$ cat config.mk
export PLATFORM = sky130hd
export DESIGN_NAME = instr_fetch_unit
export DESIGN_NICKNAME = d
export VERILOG_FILES = /design/src/rtl/instr_fetch_unit_pkg.sv /design/src/rtl/fetch_timeout_ctr.sv /design/src/rtl/instr_fetch_unit.sv
export SDC_FILE = /design/constraint.sdc
export NUM_CORES = 1
export LEC_CHECK = 0
export BUFFER_PORTS_ARGS = -buffer_cell sky130_fd_sc_hd__buf_2
export CORE_MARGIN = 4
export CORE_UTILIZATION = 55
export CTS_CLUSTER_DIAMETER = 50
export DETAILED_ROUTE_END_ITERATION = 8
export GPL_ROUTABILITY_DRIVEN = 0
export HOLD_SLACK_MARGIN = 0.15
export PLACE_DENSITY = 0.94
export RECOVER_POWER = 100
export SLEW_MARGIN = 30
export SYNTH_ARGS = -nofsm -noshare
export SYNTH_HDL_FRONTEND = slang
export SYNTH_HIERARCHICAL = 1
export SYNTH_SLANG_ARGS = --single-unit
$ cat constraint.sdc
create_clock -name g_clk -period 3.63 [get_ports g_clk]
set_input_delay 0.363 -clock g_clk [delete_from_list [all_inputs] [get_ports g_clk]]
set_output_delay 0.363 -clock g_clk [all_outputs]
set_load 0.02 [all_outputs]
$ cat src/rtl/instr_fetch_unit_pkg.sv
// Shared definitions for the instruction fetch stage and the controller.
// State encoding and opcode field geometry live here so both blocks agree.
package instr_fetch_unit_pkg;

    // Fetch sequencer states
    typedef enum logic [1:0] {
        ST_IDLE = 2'd0,
        ST_REQ  = 2'd1,
        ST_HOLD = 2'd2
    } fetch_state_e;

    // Opcode occupies the top OPC_W bits of the instruction word
    localparam int unsigned OPC_W = 6;

    // Width of the memory-wait counter (TIMEOUT legal range 1..255)
    localparam int unsigned TMO_CW = 8;

    // LSB position of the opcode field for a given instruction width
    function automatic int unsigned opc_lsb(input int unsigned iw);
        return iw - OPC_W;
    endfunction

endpackage

$ cat src/rtl/fetch_timeout_ctr.sv
// Loadable down-counter bounding how long a memory read may stay outstanding.
// o_expire_c is a combinational pulse while enabled with the count at zero.
module fetch_timeout_ctr
    import instr_fetch_unit_pkg::*;
#(
    parameter int unsigned CW = TMO_CW
) (
    input  logic          i_clk,
    input  logic          i_rst,
    input  logic          i_load,
    input  logic [CW-1:0] i_load_val,
    input  logic          i_en,
    output logic          o_expire_c
);

    logic [CW-1:0] r_cnt;

    // Load takes priority so a back-to-back read restarts the full window
    always_ff @(posedge i_clk or posedge i_rst) begin
        if (i_rst) begin
            r_cnt <= '0;
        end else if (i_load) begin
            r_cnt <= i_load_val;
        end else if (i_en && (r_cnt != '0)) begin
            r_cnt <= r_cnt - CW'(1);
        end
    end

    assign o_expire_c = i_en && (r_cnt == '0);

endmodule

$ cat src/rtl/instr_fetch_unit.sv
// Instruction fetch stage: owns the PC, reads instruction memory, and holds the
// fetched word in IR with a valid flag until the controller acknowledges it.
// Optional one-entry prefetch buffer enabled by defining IFETCH_PREFETCH_EN.
module instr_fetch_unit
    import instr_fetch_unit_pkg::*;
#(
    parameter int unsigned AW      = 8,
    parameter int unsigned IW      = 32,
    parameter int unsigned TIMEOUT = 15
) (
    input  logic             g_clk,
    input  logic             g_clr,
    input  logic             fetch_req,
    input  logic             pc_load,
    input  logic [AW-1:0]    pc_load_val,
    input  logic             i_ack,
    output logic             mem_rd,
    output logic [AW-1:0]    mem_addr,
    input  logic             mem_ack,
    input  logic [IW-1:0]    mem_data,
    output logic [OPC_W-1:0] opcode,
    output logic [IW-7:0]    operand,
    output logic             i_odv,
    output logic [AW-1:0]    pc,
    output logic             busy,
    output logic             fetch_err
);

    localparam int unsigned     OPC_LSB  = opc_lsb(IW);
    localparam logic [TMO_CW-1:0] TMO_LOAD = TMO_CW'(TIMEOUT - 1);

    fetch_state_e  r_state,    w_nxt_state;
    logic [AW-1:0] r_pc,       w_nxt_pc;
    logic [IW-1:0] r_ir,       w_nxt_ir;
    logic          r_odv,      w_nxt_odv;
    logic          r_mem_rd,   w_nxt_mem_rd;
    logic [AW-1:0] r_mem_addr, w_nxt_mem_addr;
    logic          r_busy,     w_nxt_busy;
    logic          r_err,      w_nxt_err;
    logic [AW-1:0] r_pc_pend,  w_nxt_pc_pend;
    logic          r_discard,  w_nxt_discard;
    logic          w_ctr_load;
    logic          w_expire_c;

`ifdef IFETCH_PREFETCH_EN
    logic [IW-1:0] r_pb,       w_nxt_pb;
    logic          r_pb_vld,   w_nxt_pb_vld;
    logic          r_pf_halt,  w_nxt_pf_halt;
    logic          w_pf_done;
    logic          w_pf_good;

    // A read outstanding while in HOLD is a prefetch
    assign w_pf_done = r_mem_rd && (mem_ack || w_expire_c);
    assign w_pf_good = r_mem_rd && mem_ack && !r_discard && !pc_load;
`endif

    // Memory-wait window, running whenever a read strobe is out
    fetch_timeout_ctr #(
        .CW         (TMO_CW)
    ) u_tmo (
        .i_clk      (g_clk),
        .i_rst      (g_clr),
        .i_load     (w_ctr_load),
        .i_load_val (TMO_LOAD),
        .i_en       (r_mem_rd),
        .o_expire_c (w_expire_c)
    );

    // Next-state and next-output computation
    always_comb begin
        w_nxt_state    = r_state;
        w_nxt_pc       = r_pc;
        w_nxt_ir       = r_ir;
        w_nxt_odv      = r_odv;
        w_nxt_mem_rd   = r_mem_rd;
        w_nxt_mem_addr = r_mem_addr;
        w_nxt_err      = r_err;
        w_nxt_pc_pend  = r_pc_pend;
        w_nxt_discard  = r_discard;
        w_ctr_load     = 1'b0;
`ifdef IFETCH_PREFETCH_EN
        w_nxt_pb       = r_pb;
        w_nxt_pb_vld   = r_pb_vld;
        w_nxt_pf_halt  = r_pf_halt;
`endif

        case (r_state)
            ST_IDLE: begin
                // A simultaneous load redirects the fetch address
                if (pc_load) begin
                    w_nxt_pc = pc_load_val;
                end
                if (fetch_req) begin
                    w_nxt_err      = 1'b0;
                    w_nxt_state    = ST_REQ;
                    w_nxt_mem_rd   = 1'b1;
                    w_nxt_mem_addr = w_nxt_pc;
                    w_nxt_discard  = 1'b0;
                    w_ctr_load     = 1'b1;
                end
            end

            ST_REQ: begin
                // A branch arriving mid-read is parked until the read retires
                if (pc_load) begin
                    w_nxt_pc_pend = pc_load_val;
                    w_nxt_discard = 1'b1;
                end
                if (mem_ack || w_expire_c) begin
                    w_nxt_mem_rd  = 1'b0;
                    w_nxt_discard = 1'b0;
                    if (!mem_ack) begin
                        w_nxt_err = 1'b1;
                    end
                    if (pc_load || r_discard) begin
                        w_nxt_pc    = pc_load ? pc_load_val : r_pc_pend;
                        w_nxt_state = ST_IDLE;
                    end else if (mem_ack) begin
                        w_nxt_ir    = mem_data;
                        w_nxt_pc    = r_pc + AW'(1);
                        w_nxt_odv   = 1'b1;
                        w_nxt_state = ST_HOLD;
                    end else begin
                        w_nxt_state = ST_IDLE;
                    end
                end
            end

            ST_HOLD: begin
`ifdef IFETCH_PREFETCH_EN
                // Redirect flushes the buffer and poisons any in-flight prefetch
                if (pc_load) begin
                    w_nxt_pc     = pc_load_val;
                    w_nxt_pb_vld = 1'b0;
                    if (r_mem_rd) begin
                        w_nxt_discard = 1'b1;
                    end
                end
                if (w_pf_done) begin
                    w_nxt_mem_rd  = 1'b0;
                    w_nxt_discard = 1'b0;
                    if (!mem_ack) begin
                        w_nxt_err     = 1'b1;
                        w_nxt_pf_halt = 1'b1;
                    end
                end
                if (i_ack) begin
                    if (r_pb_vld && !pc_load) begin
                        w_nxt_ir     = r_pb;
                        w_nxt_pb_vld = 1'b0;
                    end else if (w_pf_good) begin
                        w_nxt_ir = mem_data;
                        w_nxt_pc = r_pc + AW'(1);
                    end else if (r_mem_rd && !w_pf_done) begin
                        w_nxt_odv     = 1'b0;
                        w_nxt_state   = ST_REQ;
                        w_nxt_pc_pend = w_nxt_pc;
                    end else begin
                        w_nxt_odv   = 1'b0;
                        w_nxt_state = ST_IDLE;
                    end
                end else if (w_pf_good) begin
                    w_nxt_pb     = mem_data;
                    w_nxt_pb_vld = 1'b1;
                    w_nxt_pc     = r_pc + AW'(1);
                end
`else
                if (pc_load) begin
                    w_nxt_pc = pc_load_val;
                end
                if (i_ack) begin
                    w_nxt_odv   = 1'b0;
                    w_nxt_state = ST_IDLE;
                end
`endif
            end

            default: begin
                w_nxt_state = ST_IDLE;
            end
        endcase

`ifdef IFETCH_PREFETCH_EN
        // Keep the buffer topped up while holding, unless a prefetch timed out
        if (w_nxt_state != ST_HOLD) begin
            w_nxt_pf_halt = 1'b0;
        end
        if ((w_nxt_state == ST_HOLD) && !w_nxt_mem_rd && !w_nxt_pb_vld &&
            !w_nxt_pf_halt && !pc_load) begin
            w_nxt_mem_rd   = 1'b1;
            w_nxt_mem_addr = w_nxt_pc;
            w_ctr_load     = 1'b1;
        end
`endif

        w_nxt_busy = (w_nxt_state != ST_IDLE);
    end

    // State and output registers
    always_ff @(posedge g_clk or posedge g_clr) begin
        if (g_clr) begin
            r_state    <= ST_IDLE;
            r_pc       <= '0;
            r_ir       <= '0;
            r_odv      <= 1'b0;
            r_mem_rd   <= 1'b0;
            r_mem_addr <= '0;
            r_busy     <= 1'b0;
            r_err      <= 1'b0;
            r_pc_pend  <= '0;
            r_discard  <= 1'b0;
        end else begin
            r_state    <= w_nxt_state;
            r_pc       <= w_nxt_pc;
            r_ir       <= w_nxt_ir;
            r_odv      <= w_nxt_odv;
            r_mem_rd   <= w_nxt_mem_rd;
            r_mem_addr <= w_nxt_mem_addr;
            r_busy     <= w_nxt_busy;
            r_err      <= w_nxt_err;
            r_pc_pend  <= w_nxt_pc_pend;
            r_discard  <= w_nxt_discard;
        end
    end

`ifdef IFETCH_PREFETCH_EN
    // Prefetch buffer registers
    always_ff @(posedge g_clk or posedge g_clr) begin
        if (g_clr) begin
            r_pb      <= '0;
            r_pb_vld  <= 1'b0;
            r_pf_halt <= 1'b0;
        end else begin
            r_pb      <= w_nxt_pb;
            r_pb_vld  <= w_nxt_pb_vld;
            r_pf_halt <= w_nxt_pf_halt;
        end
    end
`endif

    assign mem_rd    = r_mem_rd;
    assign mem_addr  = r_mem_addr;
    assign opcode    = r_ir[IW-1:OPC_LSB];
    assign operand   = r_ir[OPC_LSB-1:0];
    assign i_odv     = r_odv;
    assign pc        = r_pc;
    assign busy      = r_busy;
    assign fetch_err = r_err;

endmodule
### Yosys cells after proc, flatten, opt, wreduce, memory -nomap -nowiden

Index checks and enable logic that the tools add are counted.

| operators by class | value |
|---|---|
| add/subtract/negate cells | 2 |
| equal/unequal tests | 10 |
| muxes and demuxes | 31 |
| bitwise gates (word level) | 1 |
| reduce and logical (&&, ||, !) cells | 20 |

Operator list:

| cell | number |
|---|---|
| two-way mux 8 bit | 7 |
| one-hot mux 8 bit (2 select lines) | 1 |
| two-way mux 1 bit | 13 |
| != test 2 bit (second input constant) | 6 |
| two-way mux 2 bit | 5 |
| nonzero test 2 bit | 5 |
| AND reduction 3 bit | 3 |
| adder 8 x 1 -> 8 bit (second input constant) | 1 |
| logical NOT 8 bit | 1 |
| one-hot mux 1 bit (2 select lines) | 4 |
| AND reduction 4 bit | 2 |
| nonzero test 8 bit | 1 |
| subtractor 8 x 1 -> 8 bit (second input constant) | 1 |
| != test 3 bit (second input constant) | 2 |
| one-hot mux 2 bit (3 select lines) | 1 |
| AND reduction 5 bit | 1 |
| == test 2 x 1 -> 1 bit (second input constant) | 1 |
| == test 2 bit (second input constant) | 1 |
| logical AND 1 bit | 2 |
| logical NOT 2 bit | 1 |
| logical OR 1 bit | 2 |
| AND reduction 2 bit | 1 |
| OR reduction 2 bit | 1 |
| NOT 1 bit | 1 |

| storage, ports and cells | value |
|---|---|
| bits in registers | 71 |
| input port bits | 46 |
| output and inout port bits | 52 |
| word-level logic and storage cells | 75 |

### Longest topological paths before layout

| logic depth | value |
|---|---|
| depth in word-level cells | 6 |
| mapped depth | 8 |
| depth with buffers taken out | 8 |

### By module

Netlist, hierarchy kept.

By module, submodules not included:

| module | times used | cells each | area each (µm²) | seq. area each (µm²) |
|---|---|---|---|---|
| instr_fetch_unit | 1 | 236 | 2,982.9 | 1,576.5 |
| fetch_timeout_ctr | 1 | 59 | 504.2 | 200.2 |

### Least setup slack after synthesis

Ideal clock, no wire load.

| path | value |
|---|---|
| kind | flip-flop to flip-flop |
| start | register u_tmo.r_cnt[4] |
| end | register r_pc[7] (netlist: pc[7]) |
| library setup time | 0.126 ns |
| arrival | 2.020 ns |
| data required time | 3.504 ns |
| slack | 1.484 ns |
| stages on the path, launching flop included | 6 |
| path buffers | 0 |
| clock period less this slack | 2.146 ns |
| cell sequence | dfrtp_1 or4_4 nor3_1 nand2b_1 o221a_4 o32a_1 |

| on the way | value |
|---|---|
| cells in the longest elaborated chain, start to end | 5 |

Ends and longest elaborated chain:

| item | RTL line | RTL |
|---|---|---|
| from (decl) | fetch_timeout_ctr.sv:16 | `logic [CW-1:0] r_cnt;` |
| from (signal assigned) | fetch_timeout_ctr.sv:23 | `r_cnt <= i_load_val;` |
| from (signal assigned) | fetch_timeout_ctr.sv:25 | `r_cnt <= r_cnt - CW'(1);` |
| logical NOT 8 bit | fetch_timeout_ctr.sv:29 | `assign o_expire_c = i_en && (r_cnt == '0);` |
| logical AND 1 bit | fetch_timeout_ctr.sv:29 |  |
| net w_expire_c | instr_fetch_unit.sv:43 | `logic w_expire_c;` |
| logical OR 1 bit | instr_fetch_unit.sv:109 | `if (mem_ack \|\| w_expire_c) begin` |
| != test 2 bit (no line) | -- |  |
| AND reduction 3 bit (no line) | -- |  |
| to (signal assigned) | instr_fetch_unit.sv:214 | `r_pc <= w_nxt_pc;` |
| to (decl) | instr_fetch_unit.sv:33 | `logic [AW-1:0] r_pc, w_nxt_pc;` |

The timed path passes the listed nets, and every way through them passes these cells.
A chain may end at the register's enable or synchronous reset.

### Final worst setup path

| path | value |
|---|---|
| start | register r_state[0] |
| end | register r_mem_addr[5] (netlist: mem_addr[5]) |

| on the way | value |
|---|---|
| cells in the longest elaborated chain, start to end | 2 |

Ends and longest elaborated chain:

| item | RTL line | RTL |
|---|---|---|
| from (decl) | instr_fetch_unit.sv:32 | `fetch_state_e r_state, w_nxt_state;` |
| from (signal assigned) | instr_fetch_unit.sv:213 | `r_state <= w_nxt_state;` |
| logical NOT 2 bit | instr_fetch_unit.sv:87 | `case (r_state)` |
| AND reduction 2 bit (no line) | -- |  |
| to (signal assigned) | instr_fetch_unit.sv:218 | `r_mem_addr <= w_nxt_mem_addr;` |
| to (decl) | instr_fetch_unit.sv:37 | `logic [AW-1:0] r_mem_addr, w_nxt_mem_addr;` |

Every way passes these cells.

==> impl_metrics.csv <==
group,metric,value,unit
synth,syn_inst,295,
grt,grt-ovfl-total,0,
pwr,power.share.clock,17.7,%
synth,netlist_area,3487,um^2
worst_setup_path,cp_common_cell,"nor2_1",
finish,fillers,495,
sta,max_freq,392.1,MHz
worst_setup_path,cp_data_arrival_time,2.82,ns
worst_setup_path,cp_data_required_time,3.90,ns
synth,synth_area_per_cell,11.82,um^2
sta,worstMarginPinSlew,1.443,ns
worst_setup_path,cp_slowest_cell,"nor2_1",
routing,firstDrtPassIters,4,
clocking,post_cts_resized,0,
finish,layout.nets,448,
finish,insertedDiodeCount,0,
sta,fin_crit,2.550,ns
sta,setup_viol_count_final,0,
sta,finalCritPeriodShare,70.26,%
worst_setup_path,startpoint_type,"flop",
sta,final.setup.worst_slack,1.080,ns
clocking,cts-root-buf,"clkbuf_8",
sta,maxSlewHeadroom,3.455,%
floorplanning,die_y,87.63,um
pwr,p_comb_share,40.8,%
pwr,irDropWorstVdd,0.5575,mV
clocking,cts_buffers,9,
routing,drt_iter0_drc,273,
clocking,h-tree-depth,3,
floorplanning,die-area,7678,um^2
worst_hold_path,hp-class,"input port to flop",
clocking,post-cts-setup-buffer-count,0,
routing,vias,2710,
run_status,status,"completed",
synth,synth.distinct_cells,58,
worst_setup_path,crit_type,"flop to flop",
synth,synth_area_leaders,"dfrtp_1, mux2_4, mux2_2",
clocking,clk_latency,0.35,ns
placed_design,place_hpwl,5651,um
sta,tns,0,ns
clocking,cts_tree,"done",
routing,wirelength,7928,um
routing,viasPerCell,5.646,
floorplanning,ios,98,
synth,yosysTopAreaCell,"dfrtp_1",
grt,grt_pass1_wl,13130,um
finish,syn_to_final_growth,15.64,%
floorplanning,die_w,87.63,um
grt,gr-usage-all-layers,22.30,%
sta,final_max_slew_viol_count,0,
sta,rsz0062_at_grt,"no",
synth,synth_flop_cell,"dfrtp_1",
pwr,power.internal,2.087,mW
routing,detail_route.wl_per_cell,16.52,um
synth,ys_seq_area_share,50.95,%
finish,drive_gt1_share,20.74,%
clocking,cts_sinks,71,
placed_design,dp_slack,1.276,ns
synth,async_flop_share,100.0,%
clocking,clkSlewWorstSetupHoldPaths,0.08,ns
synth,synth_edf_count,0,
finish,fin_util,66.92,%
grt,grt_max_degree,34,
pwr,seqPwrFrac,41.5,%
floorplanning,initial_core_util,57.87,%
pwr,design_power_total,3.683,mW
floorplanning,rows,28,
grt,grt_antenna_before_repair,0,
worst_setup_path,worst-path-buf-inv,1,
clocking,clock_tree.buffer_depth,2,
sta,skew,0.008004,ns
job,cap_viol_max_count,0,
floorplanning,core-area,6026,um^2
pwr,p_leak,1.779,nW
worst_setup_path,end_kind,"flop",
routing,drc_errors,0,
worst_setup_path,crit_fanout,25,
pwr,power_density,913.2,nW/um^2
pwr,power.share.switching,43.32,%
worst_setup_path,max_stage_delay,1.19,ns
synth,yosysWarnings,6,
grt,first_global_vias,2724,
placed_design,place.port_buffers,97,
worst_setup_path,critPathTopFamily,"simple AND/OR/NAND/NOR gates",
routing,ant_nets,0,
sta,hold_viol,0,
pwr,p_sw,1.596,mW
synth,synth_commonest_cells,"dfrtp_1, mux2_4, nand2_1, o21ai_0, nor2_1",
worst_setup_path,crit_chain,"nor2_1, clkbuf_1, nor2_1, a31oi_1",
synth,synth_top_area_share,50.95,%
synth,synth_seq_cells,71,
synth,synth.most_common_cell,"dfrtp_1",
## path summary, 6_finish.rpt
path                                 startpoint                         end  slack (ns)  cells past startpoint
max in group asynchronous                 g_clr    r_pc_pend[3]$_DFFE_PP0P_        1.38                      4
max reg2reg                r_state[0]$_DFF_PP0_     mem_addr[5]$_DFFE_PP0P_        1.08                      4
max                        r_state[0]$_DFF_PP0_     mem_addr[5]$_DFFE_PP0P_        1.08                      4
min in group asynchronous                 g_clr  u_tmo/r_cnt[5]$_DFFE_PP0P_        0.50                      3
min reg2reg                r_ir[29]$_DFFE_PP0P_        r_ir[29]$_DFFE_PP0P_        0.50                      1
min                                mem_data[29]        r_ir[29]$_DFFE_PP0P_        0.23                      2
## timing repair
action | 4_1_cts | 5_1_grt
setup endpoints to repair | 0 | 0
hold buffers | 1 | 0
hold endpoints to repair | 40 | 0
## state kept, by name, indices dropped and copies added (netlist names)
name,cells
r_ir,32
mem_rd,1
i_odv,1
r_state,2
pc,8
r_pc_pend,8
u_tmo/r_cnt,8
r_discard,1
busy,1
mem_addr,8
fetch_err,1
## power groups by stage
stage / Sequential [mW] / Clock, mW / Combinational [mW]
after floorplan: 1.80 / 0 / 0.933
after global placement: 1.50 / 0 / 1.67
after detailed placement: 1.52 / 0 / 1.75
after CTS: 1.53 / 0.658 / 1.75
after global routing: 1.59 / 0.691 / 1.65
final: 1.53 / 0.652 / 1.50
## metal layers
layer	vias up	track usage, %	routed length, um
met4	0	8.229	106
met3	10	6.679	700
met5	-	0	0
met2	124	34.25	3736
met1	1305	30.09	3385
li1	1271	-	-
## kinds of logic (layout without fill, tap and decap cells)
kind of cell	after synthesis	in the layout	share of synthesized area (%)
compound gates	72	72	14.25
fa+ha+maj	2	2	0.7175
flops	71	71	50.95
mux	48	48	18.41
other cells	2	8	0.2154
buf+inv	22	126	3.588
simple gates	76	76	11.37
xor+xnor	2	2	0.5024
## per-stage QoR
stage | std cells | hold WS [ns] | cell area, um^2
2_1_floorplan | 301 | 0.1787 | 3510
3_5_place_dp | 463 | 0.3351 | 4016
3_3_place_gp | 463 | 0.3345 | 4016
6_report | 480 | 0.2280 | 4033
4_1_cts | 480 | 0.2282 | 4233
5_1_grt | 480 | 0.2181 | 4033
## placed cells by master (no fill, tap or decap), types with 3 or more instances in the layout
cell      count
dfrtp_1      71
clkbuf_1     54
buf_2        44
mux2_1       29
nand2_1      26
nor2_1       20
o21ai_0      20
a21oi_1      13
mux2_2       13
clkbuf_8     10
inv_1         9
conb_1        8
mux2i_1       6
a31oi_1       6
nand3_1       5
nand2b_1      4
o211ai_1      4
and2_1        3
nor2b_1       3
a211oi_1      3
a21o_1        3
## area by class of cell
cell class | count | area [um^2] | area share [%]
clock buffer | 10 | 137.6 | 3.413
clock inverter | 6 | 68.82 | 1.706
inverter | 10 | 37.54 | 0.9308
multi-input combinational | 208 | 1480 | 36.70
sequential | 71 | 1777 | 44.06
tap | 75 | 93.84 | 2.327
timing repair buffer | 100 | 437.9 | 10.86
Note: power is estimated with default switching activity, not from simulation.
